<file path="src/rtl/pcie_trn_pkg.sv">
// Shared definitions for the PCIe TRN receive buffer.
//   BAR_W     : width of the BAR-hit vector carried with every beat
//   state_t   : framing FSM states
//   clog2     : constant ceiling-log2 helper
//   entry_w   : width of one FIFO entry {data, rem, sof, eof, err, bar}
package pcie_trn_pkg;

  localparam int BAR_W = 7;

  typedef enum logic {
    IDLE = 1'b0,
    PKT  = 1'b1
  } state_t;

  function automatic int clog2(input int v);
    int unsigned r;
    r = 0;
    while ((1 << r) < v) r++;
    return int'(r);
  endfunction

  // data + rem (one bit per 64-bit lane) + sof/eof/err + bar
  function automatic int entry_w(input int data_width);
    return data_width + data_width / 64 + 3 + BAR_W;
  endfunction

endpackage

</file>
<file path="src/rtl/pcie_trn_sync_fifo.sv">
// First-word-fall-through synchronous FIFO.
//   clk, rst_n : clock, asynchronous active-low reset (clears pointers only)
//   wr_en/wr_data : write port, ignored when full
//   rd_en/rd_data : read port, rd_data is the head entry (combinational)
//   count/full/empty : occupancy status
module pcie_trn_sync_fifo
  import pcie_trn_pkg::*;
#(
  parameter int WIDTH = 8,
  parameter int DEPTH = 16
) (
  input  logic                  clk,
  input  logic                  rst_n,
  input  logic                  wr_en,
  input  logic [WIDTH-1:0]      wr_data,
  input  logic                  rd_en,
  output logic [WIDTH-1:0]      rd_data,
  output logic [clog2(DEPTH):0] count,
  output logic                  full,
  output logic                  empty
);

  localparam int AW = clog2(DEPTH);

  logic [WIDTH-1:0] mem [DEPTH];
  logic [AW:0]      wr_ptr;
  logic [AW:0]      rd_ptr;

  assign count   = wr_ptr - rd_ptr;
  assign full    = (wr_ptr[AW] != rd_ptr[AW]) && (wr_ptr[AW-1:0] == rd_ptr[AW-1:0]);
  assign empty   = (wr_ptr == rd_ptr);
  assign rd_data = mem[rd_ptr[AW-1:0]];

  always_ff @(posedge clk or negedge rst_n) begin
    if (!rst_n) begin
      wr_ptr <= '0;
      rd_ptr <= '0;
    end else begin
      if (wr_en && !full)  wr_ptr <= wr_ptr + 1'b1;
      if (rd_en && !empty) rd_ptr <= rd_ptr + 1'b1;
    end
  end

  always_ff @(posedge clk) begin
    if (wr_en && !full) mem[wr_ptr[AW-1:0]] <= wr_data;
  end

endmodule

</file>
<file path="src/rtl/pcie_trn_rx_buffer.sv">
// Receive-side buffer on the PCIe endpoint TRN RX interface (trn_clk domain).
//   trn_*      : active-low TRN receive interface; trn_rdst_rdy_n and
//                trn_rnp_ok_n are registered from FIFO occupancy
//   rx_*       : active-high valid/ready packet stream; fields read 0 when
//                rx_valid=0; rx_err is meaningful on the eof beat
//   tlp_count  : TLPs written with eof (saturating)
//   drop_count : discontinued/truncated TLPs plus stray beats (saturating)
//   occupancy  : current FIFO count
module pcie_trn_rx_buffer
  import pcie_trn_pkg::*;
#(
  parameter  int DATA_WIDTH = 64,
  parameter  int DEPTH      = 16,
  parameter  int NP_THRESH  = 4,
  parameter  int CNT_WIDTH  = 16,
  localparam int REM_W      = DATA_WIDTH / 64,
  localparam int CW         = clog2(DEPTH) + 1
) (
  input  logic                  trn_clk,
  input  logic                  trn_reset_n,
  input  logic [DATA_WIDTH-1:0] trn_rd,
  input  logic [REM_W-1:0]      trn_rrem_n,
  input  logic                  trn_rsof_n,
  input  logic                  trn_reof_n,
  input  logic                  trn_rsrc_rdy_n,
  input  logic                  trn_rsrc_dsc_n,
  input  logic                  trn_rerrfwd_n,
  input  logic [6:0]            trn_rbar_hit_n,
  output logic                  trn_rdst_rdy_n,
  output logic                  trn_rnp_ok_n,
  output logic [DATA_WIDTH-1:0] rx_data,
  output logic [REM_W-1:0]      rx_rem,
  output logic                  rx_sof,
  output logic                  rx_eof,
  output logic                  rx_err,
  output logic [6:0]            rx_bar,
  output logic                  rx_valid,
  input  logic                  rx_ready,
  output logic [CNT_WIDTH-1:0]  tlp_count,
  output logic [CNT_WIDTH-1:0]  drop_count,
  output logic [CW-1:0]         occupancy
);

  typedef struct packed {
    logic [DATA_WIDTH-1:0] data;
    logic [REM_W-1:0]      rem;
    logic                  sof;
    logic                  eof;
    logic                  err;
    logic [BAR_W-1:0]      bar;
  } entry_t;

  localparam int ENTRY_W = entry_w(DATA_WIDTH);

  state_t               state_q, state_n;
  logic [BAR_W-1:0]     bar_q, bar_n;
  logic                 err_q, err_n;
  logic                 replay_q, replay_n;
  logic [DATA_WIDTH-1:0] hold_data;
  logic [REM_W-1:0]     hold_rem;
  logic                 hold_eof, hold_perr;
  logic [BAR_W-1:0]     hold_bar;

  logic                 accept, dsc;
  logic                 b_valid, b_sof, b_eof, b_perr;
  logic [DATA_WIDTH-1:0] b_data;
  logic [REM_W-1:0]     b_rem;
  logic [BAR_W-1:0]     b_bar;

  logic                 wr_en, wr_do, rd_do, tlp_inc, drop_inc;
  entry_t               wr_entry, term, head;
  logic [ENTRY_W-1:0]   head_raw;
  logic                 fifo_full, fifo_empty;
  logic [CW-1:0]        count_next;

  assign accept = !trn_rsrc_rdy_n && !trn_rdst_rdy_n;
  assign dsc    = !trn_rsrc_dsc_n;

  // A sof that arrived without a preceding eof is parked in the hold
  // registers and replayed as a fresh IDLE beat one cycle later, after the
  // terminator for the truncated TLP has taken that cycle's write slot.
  assign b_valid = replay_q || accept;
  assign b_sof   = replay_q ? 1'b1      : !trn_rsof_n;
  assign b_eof   = replay_q ? hold_eof  : !trn_reof_n;
  assign b_perr  = replay_q ? hold_perr : !trn_rerrfwd_n;
  assign b_data  = replay_q ? hold_data : trn_rd;
  assign b_rem   = replay_q ? hold_rem  : ~trn_rrem_n;
  assign b_bar   = replay_q ? hold_bar  : ~trn_rbar_hit_n;

  always_comb begin
    state_n  = state_q;
    bar_n    = bar_q;
    err_n    = err_q;
    replay_n = 1'b0;
    wr_en    = 1'b0;
    wr_entry = '0;
    tlp_inc  = 1'b0;
    drop_inc = 1'b0;
    term     = '0;
    term.eof = 1'b1;
    term.err = 1'b1;
    term.bar = bar_q;

    if (state_q == PKT && dsc) begin
      // any beat in the same cycle is discarded
      wr_en    = 1'b1;
      wr_entry = term;
      drop_inc = 1'b1;
      state_n  = IDLE;
    end else if (b_valid) begin
      unique case (state_q)
        IDLE: begin
          if (!b_sof) begin
            drop_inc = 1'b1;
          end else if (b_eof) begin
            wr_en    = 1'b1;
            wr_entry = '{data: b_data, rem: b_rem, sof: 1'b1, eof: 1'b1,
                         err: b_perr, bar: b_bar};
            tlp_inc  = 1'b1;
          end else begin
            wr_en    = 1'b1;
            wr_entry = '{data: b_data, rem: b_rem, sof: 1'b1, eof: 1'b0,
                         err: 1'b0, bar: b_bar};
            bar_n    = b_bar;
            err_n    = b_perr;
            state_n  = PKT;
          end
        end
        PKT: begin
          if (b_sof) begin
            wr_en    = 1'b1;
            wr_entry = term;
            drop_inc = 1'b1;
            replay_n = 1'b1;
            state_n  = IDLE;
          end else if (b_eof) begin
            wr_en    = 1'b1;
            wr_entry = '{data: b_data, rem: b_rem, sof: 1'b0, eof: 1'b1,
                         err: err_q | b_perr, bar: bar_q};
            tlp_inc  = 1'b1;
            state_n  = IDLE;
          end else begin
            wr_en    = 1'b1;
            wr_entry = '{data: b_data, rem: b_rem, sof: 1'b0, eof: 1'b0,
                         err: 1'b0, bar: bar_q};
            err_n    = err_q | b_perr;
          end
        end
        default: state_n = IDLE;
      endcase
    end
  end

  pcie_trn_sync_fifo #(
    .WIDTH (ENTRY_W),
    .DEPTH (DEPTH)
  ) u_fifo (
    .clk     (trn_clk),
    .rst_n   (trn_reset_n),
    .wr_en   (wr_en),
    .wr_data (wr_entry),
    .rd_en   (rx_ready),
    .rd_data (head_raw),
    .count   (occupancy),
    .full    (fifo_full),
    .empty   (fifo_empty)
  );

  assign head       = head_raw;
  assign rx_valid   = !fifo_empty;
  assign wr_do      = wr_en && !fifo_full;
  assign rd_do      = rx_valid && rx_ready;
  assign count_next = occupancy + CW'(wr_do) - CW'(rd_do);

  assign rx_data = rx_valid ? head.data : '0;
  assign rx_rem  = rx_valid ? head.rem  : '0;
  assign rx_sof  = rx_valid ? head.sof  : 1'b0;
  assign rx_eof  = rx_valid ? head.eof  : 1'b0;
  assign rx_err  = rx_valid ? head.err  : 1'b0;
  assign rx_bar  = rx_valid ? head.bar  : '0;

  always_ff @(posedge trn_clk or negedge trn_reset_n) begin
    if (!trn_reset_n) begin
      state_q        <= IDLE;
      bar_q          <= '0;
      err_q          <= 1'b0;
      replay_q       <= 1'b0;
      hold_data      <= '0;
      hold_rem       <= '0;
      hold_eof       <= 1'b0;
      hold_perr      <= 1'b0;
      hold_bar       <= '0;
      trn_rdst_rdy_n <= 1'b1;
      trn_rnp_ok_n   <= 1'b1;
      tlp_count      <= '0;
      drop_count     <= '0;
    end else begin
      state_q  <= state_n;
      bar_q    <= bar_n;
      err_q    <= err_n;
      replay_q <= replay_n;
      if (replay_n) begin
        hold_data <= trn_rd;
        hold_rem  <= ~trn_rrem_n;
        hold_eof  <= !trn_reof_n;
        hold_perr <= !trn_rerrfwd_n;
        hold_bar  <= ~trn_rbar_hit_n;
      end
      // stop at DEPTH-2: leaves room for a terminator plus a replayed beat
      trn_rdst_rdy_n <= replay_n || (count_next >= CW'(DEPTH - 2));
      trn_rnp_ok_n   <= (CW'(DEPTH) - count_next) < CW'(NP_THRESH);
      if (tlp_inc && tlp_count != '1)   tlp_count  <= tlp_count + CNT_WIDTH'(1);
      if (drop_inc && drop_count != '1) drop_count <= drop_count + CNT_WIDTH'(1);
    end
  end

endmodule

</file>
<file path="config.mk">
export PLATFORM = sky130hd
export DESIGN_NAME = pcie_trn_rx_buffer
export DESIGN_NICKNAME = d
export VERILOG_FILES = /design/src/rtl/pcie_trn_pkg.sv /design/src/rtl/pcie_trn_sync_fifo.sv /design/src/rtl/pcie_trn_rx_buffer.sv
export SDC_FILE = /design/constraint.sdc
export NUM_CORES = 2
export LEC_CHECK = 0
export ABC_AREA = 1
export BUFFER_PORTS_ARGS = -buffer_cell sky130_fd_sc_hd__buf_2
export CAP_MARGIN = 30
export CORE_AREA = 2 2 301 303
export CTS_CLUSTER_DIAMETER = 50
export DETAILED_ROUTE_END_ITERATION = 8
export DIE_AREA = 0 0 303 305
export PLACE_DENSITY = 0.76
export SLEW_MARGIN = 15
export SYNTH_ARGS = -nofsm -noshare
export SYNTH_HDL_FRONTEND = slang
export SYNTH_SLANG_ARGS = --single-unit
</file>
<file path="constraint.sdc">
create_clock -name trn_clk -period 9.7 [get_ports trn_clk]
set_input_delay 1.94 -clock trn_clk [delete_from_list [all_inputs] [get_ports trn_clk]]
set_output_delay 1.94 -clock trn_clk [all_outputs]
set_load 0.005 [all_outputs]
</file>
==> results by stage <==
Floorplanning:
- The area of the core region is 0.08932 mm².
- The boundary pin count is 195.
- The floorplan step defined a die boundary enclosing 0.09242 mm².
- The number of core rows is 110.
- The initial utilization of the core area, before any placement, comes to about three fifths.
- The floorplan step set the die width to 303 µm.
- The die is roughly 310 µm tall.

Clock tree:
- The clock root buffer is clkbuf_16.
- At the later pin of the worst-skew pair, clock insertion delay measures 760 ps.
- The post-CTS setup buffer count is 0.
- The clock transition at the register clock pins on the worst setup and hold paths after CTS is 60 ps.
- The number of sinks on the clock net is ~1,300.
- The number of levels in the clock H-tree is 4.
- The CTS tree is done.
- For this design, the CTS-stage hold fixing added 0 buffers.
- The clock passes through at most 3 buffers.
- The number of gates resized after CTS was 0.
- The number of clock buffers added by TritonCTS is 138.

Logic synthesis:
- The number of different library cells in the post-synthesis netlist is 40.
- The flip-flop and latch count after synthesis is ~1,300.
- By count the netlist is led by edfxtp_1, nor2_1, o21ai_0.
- In this run the mean area of a mapped cell was 11.62 µm².
- The sequential element share of the synthesized area is a little under three quarters.
- The instance count of the mapped netlist is 4,712.
- The share of Yosys cell area claimed by the top area cell type is 65.81%.
- The cell type with the highest aggregate area in the netlist is edfxtp_1.
- Sorting the synthesized cells by area gives the leading types as edfxtp_1, nor2_1, dfrtp_1, o21ai_0, nand2_1.
- Counting flops with a built-in enable in the synthesized netlist gives about 1,200.
- The number of nets in the synthesized netlist is 4,813.
- The cell with the most instances after synthesis is edfxtp_1.
- The number of warnings printed during yosys synthesis is 0.
- For this run, asynchronously set or reset flops after synthesis account for about a tenth.
- The post-synthesis instance area is 0.05476 mm².
- For this run, the leading register cell type out of synthesis is edfxtp_1.

Place:
- OpenSTA, run right after detailed placement, puts the worst setup slack at 3895 ps.
- The placer's final routability congestion estimate is 0.8409.
- The placed wire-length estimate after detailed placement is 71.36 mm.
- The number of port buffers is slightly below 200.

Route:
- The average routed wire per standard cell is 22.10 µm.
- Summed over all layers, the routed wires come to ~140 mm.
- The number of design-rule violations left by the first detailed-router iteration is 4,968.
- The remaining design rule violation count is 8.
- The number of vias per cell is between 6 and 7.
- The detail route stage leaves a number of antenna-violating nets equal to 0.
- Before antenna repair, the detailed router went through 9 iterations.
- The total via count in the routed design is ~37,000.

Outcome:
- The run finished, with violations left.
- The checks that failed: design-rule violations.

Setup path:
- The number of buffers and inverters on the critical path is 4.
- Among all stages on the critical path, the largest delay is contributed by dfrtp_4.
- The worst setup path category is reg2out.
- The worst setup path is launched from a flop.
- STA puts the critical path data arrival time at between 4000 and 5000 ps.
- The maximum net fanout on the critical path is approximately 250.
- The data required time of the worst path is a little under 8000 ps.
- The type of element capturing the critical path is an output port.
- The worst stage delay on the critical path is 880 ps.
- The most prevalent standard cell on the critical path is nand2_1.
- The signal on the critical path passes through buf_4, buf_12, o21ai_0, o21ai_1, nand2_1, nand2_1, inv_1, a21oi_1, buf_2.
- The cell family contributing the most delay on the critical path is buffers and inverters.

Timing:
- Timing would allow up to approximately 150 MHz.
- Final hold analysis gives a worst-case slack of 482.5 ps.
- For the pin with the worst max-slew slack, the measured transition is 1113 ps.
- The worst clock skew on the final layout is 32.49 ps.
- The final count of pins violating max slew is 0.
- Setup violations remaining at the end of the flow were counted as 0.
- The final cycle utilization of the critical path is a little under 70%.
- Setup repair after global routing left no endpoint under its margin.
- The worst-case headroom to the max-slew limit is 25.80%.
- The final sum of negative setup slack is 0 ps.
- The final setup slack of the worst path is ~3000 ps.
- The shortest clock period the worst path allows after layout is around 6700 ps.
- The number of hold-slack violations in the final timing report is 0.

Layout:
- The count of fill cells added during filler insertion is 6,015.
- The post-route netlist has 11.12% of its cells at a drive strength greater than 1.
- The relative area change from synthesis to final layout is 12.52%.
- The total number of nets in the final design is 4,973.
- 0 antenna diodes ended up in the layout.

Pwr:
- VDD sags by at most about 0.31 mV.
- The leakage power figure is 22.30 nW.
- The post-layout total power is 0.01848 W.
- The ratio of total power to cell area is 299.9 mW/mm².

Global route:
- The total congestion overflow after global routing is 0.
- Entering global routing, the biggest net connects 250 pins.
- The number of global-route vias before repair was 35,290.
- The first-pass GRT wire length is between 200 and 250 mm.
- The total routing resource utilization after global routing is 29.49%.
- The number of antenna violations at the first check in global routing was 0.

Flow run:
- The max-capacitance violation count is 0.

Min path:
- The tightest min-delay check is of the reg2reg type.
[where the power goes]
group,leakage [nW],switching (W),total (W),internal [W]
registers,12.8,0.000302,0.00706,0.00676
logic,7.38,0.00430,0.00630,0.00201
clock network,2.15,0.00217,0.00511,0.00294
[placed cells by master, fill, tap and decap left out, types with 7 or more instances in the layout]
cell type and n:
edfxtp_1 1200, nor2_1 1067, o21ai_0 539, nand2_1 435
o21ai_1 318, inv_1 201, buf_2 193, o211ai_1 150
clkbuf_16 144, a21oi_1 137, dfrtp_1 122, nand3_1 106
buf_4 101, clkinv_1 37, xor2_1 24, clkbuf_1 24
ha_1 19, nor3_2 15, clkinv_2 13, xnor2_1 13
buf_16 13, clkbuf_8 11, a22oi_1 7, nor3_1 7
[layout make-up]
class | instances | area (µm²) | area share (%)
Inverter | 207 | 799.5 | 1.298
Timing Repair Buffer | 317 | 2240 | 3.635
Sequential cell | 1328 | 39260 | 63.71
Clock buffer | 179 | 3845 | 6.240
Clock inverter | 73 | 560.5 | 0.9097
Multi-Input combinational cell | 2880 | 13440 | 21.82
Tap cell | 1176 | 1471 | 2.388
[final timing paths]
path,slack (ps),end,start,cells past startpoint
max,3000,rx_data[42],u_fifo.rd_ptr[1],9
min,480,hold_data[46],hold_data[46],2
max reg2reg,4500,trn_rnp_ok_n,u_fifo.rd_ptr[2],16
min reg2reg,480,hold_data[46],hold_data[46],2
max in group asynchronous,7390,trn_rnp_ok_n,trn_reset_n,3
min in group asynchronous,1220,hold_data[45],trn_reset_n,1
[through the flow]
| stage | util, % | cell area (µm²) | cells |
|---|---|---|---|
| after CTS | 68.53 | 61210 | 6121 |
| after floorplan | - | 54760 | 4712 |
| after global placement | 63.19 | 56440 | 5848 |
| final | 68.98 | 61620 | 6160 |
| after global routing | 68.98 | 61620 | 6160 |
| after detailed placement | 63.59 | 56800 | 5869 |
[routing by layer]
| metal | GRT usage [%] | share of wire (%) | vias up |
|---|---|---|---|
| li1 | - | - | 16860 |
| met1 | 41.42 | 40 | 17970 |
| met2 | 46.65 | 47 | 1952 |
| met3 | 5.575 | 9.9 | 293 |
| met4 | 10.14 | 3.0 | 0 |
| met5 | 0 | 0 | - |
[logic make-up (layout without fill, tap and decap cells)]
| logic type | Yosys count | in the layout | share of synthesized area (%) |
|---|---|---|---|
| compound gates | 1170 | 1170 | 11.50 |
| buf+inv | 504 | 776 | 4.035 |
| flops | 1328 | 1328 | 71.66 |
| xor+xnor | 37 | 37 | 0.5918 |
| fa+ha+maj | 21 | 21 | 0.5073 |
| simple gates | 1652 | 1652 | 11.71 |
[flip-flops by register name, indices dropped and copies added, names as in the netlist, 5 cells and up]
name           cells
u_fifo.mem      1200
hold_data         64
drop_count        16
tlp_count         16
bar_q              7
hold_bar           7
u_fifo.rd_ptr      5
u_fifo.wr_ptr      5
[tightest hold or removal path, cell delays in order (launching register included)]
cell and delay [ps]:
dfrtp_1 340, nand2_1 50, o21ai_0 60
Power figures use the tool's default switching activity.
